File: src/rtl/proc_pkg.sv
// Shared types and instruction-field helpers for the multi-cycle processor core.
//   Contents: opcode and state enums, default parameter values, field-position helpers.
package proc_pkg;

  localparam int unsigned OP_W = 3;

  localparam int unsigned DEF_DATA_W   = 8;
  localparam int unsigned DEF_NUM_REGS = 4;
  localparam int unsigned DEF_IMM_W    = 5;
  localparam int unsigned DEF_PC_W     = 8;

  typedef enum logic [OP_W-1:0] {
    OP_ADD  = 3'b000,
    OP_SUB  = 3'b001,
    OP_ADDI = 3'b010,
    OP_LD   = 3'b011,
    OP_ST   = 3'b100,
    OP_JMP  = 3'b101,
    OP_BEQZ = 3'b110,
    OP_HALT = 3'b111
  } opcode_e;

  typedef enum logic [2:0] {
    S_FETCH,
    S_DECODE,
    S_EXEC,
    S_MEM,
    S_WB,
    S_HALT
  } state_e;

  // Instruction layout, MSB to LSB: op | rd | rs | imm
  function automatic int unsigned instr_width(input int unsigned reg_aw, input int unsigned imm_w);
    return OP_W + 2 * reg_aw + imm_w;
  endfunction

  function automatic int unsigned rs_lsb(input int unsigned imm_w);
    return imm_w;
  endfunction

  function automatic int unsigned rd_lsb(input int unsigned reg_aw, input int unsigned imm_w);
    return imm_w + reg_aw;
  endfunction

  function automatic int unsigned op_lsb(input int unsigned reg_aw, input int unsigned imm_w);
    return imm_w + 2 * reg_aw;
  endfunction

endpackage

File: src/rtl/proc_regfile.sv
// Register file: NUM_REGS x DATA_W, one synchronous write port, two asynchronous
// read ports and an asynchronous debug read port. All registers reset to zero.
//   clk_i, rst_ni         : clock, async active-low reset
//   we_i/waddr_i/wdata_i  : write port (captured on rising edge)
//   raddr_a_i/rdata_a_c_o : read port A (combinational)
//   raddr_b_i/rdata_b_c_o : read port B (combinational)
//   dbg_raddr_i/dbg_rdata_c_o : debug read port (combinational)
module proc_regfile
  import proc_pkg::*;
#(
  parameter int unsigned DATA_W   = DEF_DATA_W,
  parameter int unsigned NUM_REGS = DEF_NUM_REGS,
  parameter int unsigned REG_AW   = $clog2(NUM_REGS)
) (
  input  logic              clk_i,
  input  logic              rst_ni,
  input  logic              we_i,
  input  logic [REG_AW-1:0] waddr_i,
  input  logic [DATA_W-1:0] wdata_i,
  input  logic [REG_AW-1:0] raddr_a_i,
  output logic [DATA_W-1:0] rdata_a_c_o,
  input  logic [REG_AW-1:0] raddr_b_i,
  output logic [DATA_W-1:0] rdata_b_c_o,
  input  logic [REG_AW-1:0] dbg_raddr_i,
  output logic [DATA_W-1:0] dbg_rdata_c_o
);

  logic [DATA_W-1:0] regs_q [NUM_REGS];

  // Storage with single write port
  always_ff @(posedge clk_i or negedge rst_ni) begin
    if (!rst_ni) begin
      for (int i = 0; i < int'(NUM_REGS); i++) begin
        regs_q[i] <= '0;
      end
    end else if (we_i) begin
      regs_q[waddr_i] <= wdata_i;
    end
  end

  assign rdata_a_c_o   = regs_q[raddr_a_i];
  assign rdata_b_c_o   = regs_q[raddr_b_i];
  assign dbg_rdata_c_o = regs_q[dbg_raddr_i];

endmodule

File: src/rtl/multicycle_proc.sv
// Multi-cycle processor core: FETCH/DECODE/EXEC/MEM/WB sequencing with a
// synchronous-read instruction port and a req/ack data port with wait states.
//   clk, reset (async active-low)
//   imem_addr/imem_rdata : instruction fetch (rdata valid one cycle after addr)
//   dmem_*               : data port, req held until one-cycle ack
//   dbg_addr/dbg_data    : combinational register peek
//   pc, c_flag, halted   : architectural status
module multicycle_proc
  import proc_pkg::*;
#(
  parameter int unsigned DATA_W   = DEF_DATA_W,
  parameter int unsigned NUM_REGS = DEF_NUM_REGS,
  parameter int unsigned IMM_W    = DEF_IMM_W,
  parameter int unsigned PC_W     = DEF_PC_W,
  localparam int unsigned REG_AW  = $clog2(NUM_REGS),
  localparam int unsigned INSTR_W = OP_W + 2 * REG_AW + IMM_W
) (
  input  logic               clk,
  input  logic               reset,
  output logic [PC_W-1:0]    imem_addr,
  input  logic [INSTR_W-1:0] imem_rdata,
  output logic               dmem_req,
  output logic               dmem_we,
  output logic [DATA_W-1:0]  dmem_addr,
  output logic [DATA_W-1:0]  dmem_wdata,
  input  logic [DATA_W-1:0]  dmem_rdata,
  input  logic               dmem_ack,
  input  logic [REG_AW-1:0]  dbg_addr,
  output logic [DATA_W-1:0]  dbg_data,
  output logic [PC_W-1:0]    pc,
  output logic               c_flag,
  output logic               halted
);

  localparam int unsigned RS_LSB = rs_lsb(IMM_W);
  localparam int unsigned RD_LSB = rd_lsb(REG_AW, IMM_W);
  localparam int unsigned OP_LSB = op_lsb(REG_AW, IMM_W);

  state_e              state_q, state_d;
  logic [PC_W-1:0]     pc_q, pc_d;
  logic [INSTR_W-1:0]  ir_q, ir_d;
  logic [DATA_W-1:0]   res_q, res_d;
  logic                carry_q, carry_d;
  logic                c_flag_q, c_flag_d;
  logic                halted_q, halted_d;
  logic                dmem_req_q, dmem_req_d;
  logic                dmem_we_q, dmem_we_d;
  logic [DATA_W-1:0]   dmem_addr_q, dmem_addr_d;
  logic [DATA_W-1:0]   dmem_wdata_q, dmem_wdata_d;

  opcode_e             op;
  logic                fetched_halt;
  logic [REG_AW-1:0]   rd_idx, rs_idx;
  logic [IMM_W-1:0]    imm;
  logic [DATA_W-1:0]   imm_data;
  logic [PC_W-1:0]     imm_pc;
  logic [DATA_W-1:0]   rd_val, rs_val;
  logic [DATA_W:0]     alu_sum;
  logic [DATA_W-1:0]   eff_addr;
  logic                rf_we;

  // Field extraction from the latched instruction
  assign op           = opcode_e'(ir_q[OP_LSB +: OP_W]);
  assign fetched_halt = (opcode_e'(imem_rdata[OP_LSB +: OP_W]) == OP_HALT);
  assign rd_idx       = ir_q[RD_LSB +: REG_AW];
  assign rs_idx       = ir_q[RS_LSB +: REG_AW];
  assign imm          = ir_q[IMM_W-1:0];
  assign imm_data     = DATA_W'($signed(imm));
  assign imm_pc       = PC_W'($signed(imm));

  proc_regfile #(
    .DATA_W  (DATA_W),
    .NUM_REGS(NUM_REGS),
    .REG_AW  (REG_AW)
  ) u_regfile (
    .clk_i        (clk),
    .rst_ni       (reset),
    .we_i         (rf_we),
    .waddr_i      (rd_idx),
    .wdata_i      (res_q),
    .raddr_a_i    (rd_idx),
    .rdata_a_c_o  (rd_val),
    .raddr_b_i    (rs_idx),
    .rdata_b_c_o  (rs_val),
    .dbg_raddr_i  (dbg_addr),
    .dbg_rdata_c_o(dbg_data)
  );

  // ALU with one extra bit: carry for adds, borrow (rd<rs unsigned) for SUB
  always_comb begin
    alu_sum = '0;
    case (op)
      OP_ADD:  alu_sum = {1'b0, rd_val} + {1'b0, rs_val};
      OP_SUB:  alu_sum = {1'b0, rd_val} - {1'b0, rs_val};
      OP_ADDI: alu_sum = {1'b0, rd_val} + {1'b0, imm_data};
      default: alu_sum = '0;
    endcase
  end

  assign eff_addr = rs_val + imm_data;

  // Next-state and datapath update
  always_comb begin
    state_d      = state_q;
    pc_d         = pc_q;
    ir_d         = ir_q;
    res_d        = res_q;
    carry_d      = carry_q;
    c_flag_d     = c_flag_q;
    halted_d     = halted_q;
    dmem_req_d   = dmem_req_q;
    dmem_we_d    = dmem_we_q;
    dmem_addr_d  = dmem_addr_q;
    dmem_wdata_d = dmem_wdata_q;
    rf_we        = 1'b0;

    case (state_q)
      S_FETCH: begin
        state_d = S_DECODE;
      end

      S_DECODE: begin
        ir_d = imem_rdata;
        if (fetched_halt) begin
          state_d  = S_HALT;
          halted_d = 1'b1;
        end else begin
          state_d = S_EXEC;
        end
      end

      S_EXEC: begin
        case (op)
          OP_ADD, OP_SUB, OP_ADDI: begin
            res_d   = alu_sum[DATA_W-1:0];
            carry_d = alu_sum[DATA_W];
            state_d = S_WB;
          end
          OP_LD, OP_ST: begin
            dmem_req_d  = 1'b1;
            dmem_we_d   = (op == OP_ST);
            dmem_addr_d = eff_addr;
            if (op == OP_ST) begin
              dmem_wdata_d = rd_val;
            end
            state_d = S_MEM;
          end
          OP_JMP: begin
            pc_d    = pc_q + imm_pc;
            state_d = S_FETCH;
          end
          OP_BEQZ: begin
            pc_d    = (rd_val == '0) ? (pc_q + imm_pc) : (pc_q + PC_W'(1));
            state_d = S_FETCH;
          end
          default: begin
            // HALT is caught in DECODE; kept here so every opcode has a target
            state_d  = S_HALT;
            halted_d = 1'b1;
          end
        endcase
      end

      S_MEM: begin
        if (dmem_ack) begin
          dmem_req_d = 1'b0;
          if (dmem_we_q) begin
            pc_d    = pc_q + PC_W'(1);
            state_d = S_FETCH;
          end else begin
            res_d   = dmem_rdata;
            state_d = S_WB;
          end
        end
      end

      S_WB: begin
        rf_we = 1'b1;
        if (op == OP_ADD || op == OP_SUB || op == OP_ADDI) begin
          c_flag_d = carry_q;
        end
        pc_d    = pc_q + PC_W'(1);
        state_d = S_FETCH;
      end

      S_HALT: begin
        state_d = S_HALT;
      end

      default: begin
        state_d = S_FETCH;
      end
    endcase
  end

  // State and datapath registers
  always_ff @(posedge clk or negedge reset) begin
    if (!reset) begin
      state_q      <= S_FETCH;
      pc_q         <= '0;
      ir_q         <= '0;
      res_q        <= '0;
      carry_q      <= 1'b0;
      c_flag_q     <= 1'b0;
      halted_q     <= 1'b0;
      dmem_req_q   <= 1'b0;
      dmem_we_q    <= 1'b0;
      dmem_addr_q  <= '0;
      dmem_wdata_q <= '0;
    end else begin
      state_q      <= state_d;
      pc_q         <= pc_d;
      ir_q         <= ir_d;
      res_q        <= res_d;
      carry_q      <= carry_d;
      c_flag_q     <= c_flag_d;
      halted_q     <= halted_d;
      dmem_req_q   <= dmem_req_d;
      dmem_we_q    <= dmem_we_d;
      dmem_addr_q  <= dmem_addr_d;
      dmem_wdata_q <= dmem_wdata_d;
    end
  end

  assign imem_addr  = pc_q;
  assign pc         = pc_q;
  assign c_flag     = c_flag_q;
  assign halted     = halted_q;
  assign dmem_req   = dmem_req_q;
  assign dmem_we    = dmem_we_q;
  assign dmem_addr  = dmem_addr_q;
  assign dmem_wdata = dmem_wdata_q;

endmodule

File: config.mk
export PLATFORM = sky130hd
export DESIGN_NAME = multicycle_proc
export DESIGN_NICKNAME = d
export VERILOG_FILES = /design/src/rtl/proc_pkg.sv /design/src/rtl/proc_regfile.sv /design/src/rtl/multicycle_proc.sv
export SDC_FILE = /design/constraint.sdc
export NUM_CORES = 1
export LEC_CHECK = 0
export BUFFER_PORTS_ARGS = -buffer_cell sky130_fd_sc_hd__clkbuf_2
export CORE_MARGIN = 2
export CORE_UTILIZATION = 63
export CTS_CLUSTER_SIZE = 8
export DETAILED_ROUTE_END_ITERATION = 8
export GPL_TIMING_DRIVEN = 0
export PLACE_DENSITY = 0.86
export SLEW_MARGIN = 20
export SYNTH_ARGS = -nofsm -noshare
export SYNTH_HDL_FRONTEND = slang
export SYNTH_SLANG_ARGS = --single-unit
File: constraint.sdc
create_clock -name clk -period 6.25 [get_ports clk]
set_clock_uncertainty 0.05 [all_clocks]
set_input_delay 0.625 -clock clk [delete_from_list [all_inputs] [get_ports clk]]
set_output_delay 0.625 -clock clk [all_outputs]
set_load 0.005 [all_outputs]
==> results.md <==
* DR vias/cell at between 6 and 7
* # nets final at between 600 and 700
* Crit path max-delay cell type: a2111oi_0
* IO buf count at 66
* Synth top area cells: dfrtp_1, mux2_2, mux4_2, ha_1, nand2_1
* Grt ovf at 0
* Top-count cell post-synth: dfrtp_1
* Share of post-route cells with drive strength above 1 at approximately 29%
* Synth async-reset ratio at 100%
* DRC at 0
* Avg WL per Cell at 19.4 um
* Fin crit share at 65.5%
* Post-synth EDFFs at 0
* #FFs+latches synth at between 80 and 90
* Max Cap Violations at 0
* Core area at roughly 8300 um^2
* Synth Flop Type: dfrtp_1
* Setup TNS at 0 ps
* Critical path cell sequence: clkbuf_1, mux4_1, inv_1, ha_1, nor2_1, nor2_1, a21oi_1, a21oi_1, ha_1, a21o_1, a21oi_1, o21ai_0, a2111oi_0, nor3_1, nand3b_1
* Overall Global Routing Usage at just over 30%
* Num rows at 33
* Worst R2R Path Depth at 15
* Starting Density at 65.6%
* Seq/Total Area, Yosys at 38.8%
* 1st-iter DRT viols at 358
* Crit end category: flop
* RSZ-0062 raised after global routing: no
* Cts hold-fix bufs at 0
* Syn Std Cell Area at approximately 5400 um^2
* Setup Viol. Count Final at 0
* HP Class: in -> async
* Slew @ Worst Pin at ~900 ps
* CTS H-tree depth at 3
* Clk sinks at between 80 and 90
* Final hold vios at 0
* Kind of critical path: reg -> reg
* Cell mode on critical path: a21oi_1
* Total Routed Length at around 14 mm
* Die height at between 90 and 100 um
* Vias at ~4,500
* Clk buf depth at 2
* Fmax at 244 MHz
* Clock Pin Slew Worst Setup and Hold Paths at 90 ps
* Wire length of the first global-routing pass at around 23 mm
* R2R Setup Slk at between 2000 and 2500 ps
* Die width at just under 100 um
* CP Max Fanout at 9
* Distinct cells, synth at 58
* Syn_area_per_cell at ~10 um^2
* CTS tree: built
* Syn nets at 574
* Detailed placement HPWL at 10.4 mm
* Worst R2R End: res_q[7]
* Worst Hold Slack at about 180 ps
* Proportion of netlist area held by the largest area contributor at between 30% and 40%
* Slew Viols, Final at 0
* Io pins at 69
* Worst setup SP type: flop
* Synth warn at 0
* Outcome: complete, no violations
* Synth-to-layout area growth at 12.5%
* Detail Route Antenna Nets at 0
* Mapped Cells at between 500 and 600
* Post_cts resized at 0
* Post-route minimum period at 4090 ps
* CP arrival at between 4000 and 5000 ps
* N_diodes at 0
* Die area at between 9000 and 10,000 um^2
* Gpl congestion at 0.899
* Vias in the first global route at 4,640
* First-pass DRT Iterations at 5
* Yosys top cell by area: dfrtp_1
* Commonest cells post-synth: dfrtp_1, nand2_1, mux2_2
* Clock latency at the later pin of the worst-skew pair at about 370 ps
* CP max stage delay at approximately 640 ps
* Postcts setup bufs at 0
* Clock Tree Root: clkbuf_8
* Initial antenna violation count at 0
* Rel. slew slack at between 40% and 50%
* Pin count of the biggest net entering global routing at 53
* TritonCTS buffer count at 9
* Worst EP required at ~6500 ps
* Worst reg2reg path startpoint: ir_q[6]
-- through the flow --
| stage | instance area (um^2) | std cells | setup WS (ps) | util (%) |
|---|---|---|---|---|
| floorplan | 5420 | 522 | 2810 | - |
| global placement | 5880 | 693 | 2370 | 71.2 |
| detailed placement | 5910 | 694 | 2250 | 71.6 |
| CTS | 6100 | 710 | 2220 | 73.8 |
| global route | 6100 | 710 | 1910 | 73.8 |
| finish | 6100 | 710 | 2160 | 73.8 |
-- kinds of logic (layout without fill, tap and decap cells) --
| kind of cell | count (synthesis) | after routing | share of synthesized area (%) |
|---|---|---|---|
| and+or+nand+nor | 147 | 147 | 12.9 |
| DFF | 84 | 84 | 38.8 |
| adders and majority gates | 27 | 27 | 6.65 |
| xor gates and xnor gates | 14 | 14 | 2.26 |
| AOI/OAI and AO/OA | 116 | 116 | 13.1 |
| muxes | 79 | 79 | 21.5 |
| buffers and inverters | 55 | 138 | 4.78 |
-- flip-flops by register name, summed over array words and instances (netlist names) --
register and flops:
dmem_req 1, dmem_wdata 8, dmem_addr 8, ir_q 12, c_flag 1, state_q 3
halted 1, u_regfile.regs_q 32, carry_q 1, res_q 8, dmem_we 1, imem_addr 8
-- cell type report --
type | instances | area [um^2]
Fill cell | 590 | 2160
Multi-Input combinational cell | 383 | 3060
Buffer | 28 | 158
Inverter | 27 | 101
Clock inverter | 6 | 47.5
Sequential cell | 84 | 2100
Timing Repair Buffer | 67 | 360
Clock buffer | 10 | 138
Tap cell | 105 | 131
-- how the worst max path moves through the flow --
stage / startpoint / endpoint / cells past startpoint
global route: ir_q[6] / res_q[7] / 15
CTS: ir_q[6] / res_q[7] / 15
floorplan: ir_q[5] / res_q[7] / 15
detailed placement: ir_q[6] / res_q[7] / 15
finish: ir_q[6] / res_q[7] / 15
global placement: ir_q[6] / res_q[7] / 15
-- per-layer routing --
metal	share of wire (%)	up-vias	global-route usage [%]
met3	7.7	48	6.79
met4	3.6	0	14.6
met1	39	2205	38.6
met2	49	232	50.5
li1	-	2059	-
met5	0	-	0
-- critical path, delay by kind of cell (launching register included) --
kind / cells / cell delay [ps]
compound gates: 6 / 1430
fa+ha+maj: 2 / 550
buf+inv: 2 / 640
flops: 1 / 330
mux: 1 / 530
simple gates: 4 / 450
-- cell usage in the layout, fill, tap and decap left out, types with 3 or more instances in the layout --
cell	count
inv_1	26
mux2_2	48
o22ai_1	13
and3_1	7
nor3_1	8
mux2i_1	7
o21ai_0	32
nor2b_1	4
clkinv_4	3
nor4_1	4
nand2b_1	4
clkbuf_2	65
ha_1	24
dfrtp_1	84
fa_1	3
nand2_1	51
or2_2	4
buf_4	9
buf_2	3
o21a_1	4
a31oi_1	3
mux4_1	4
nor2_1	43
xnor2_1	8
a21o_1	3
nand3_1	7
nor3b_1	3
a22oi_1	8
clkbuf_1	12
clkbuf_8	10
xor2_1	6
mux4_2	20
a21oi_1	30
Power is not shown: default switching activity piles up to over one toggle a cycle in this logic, so the estimate is an artifact.
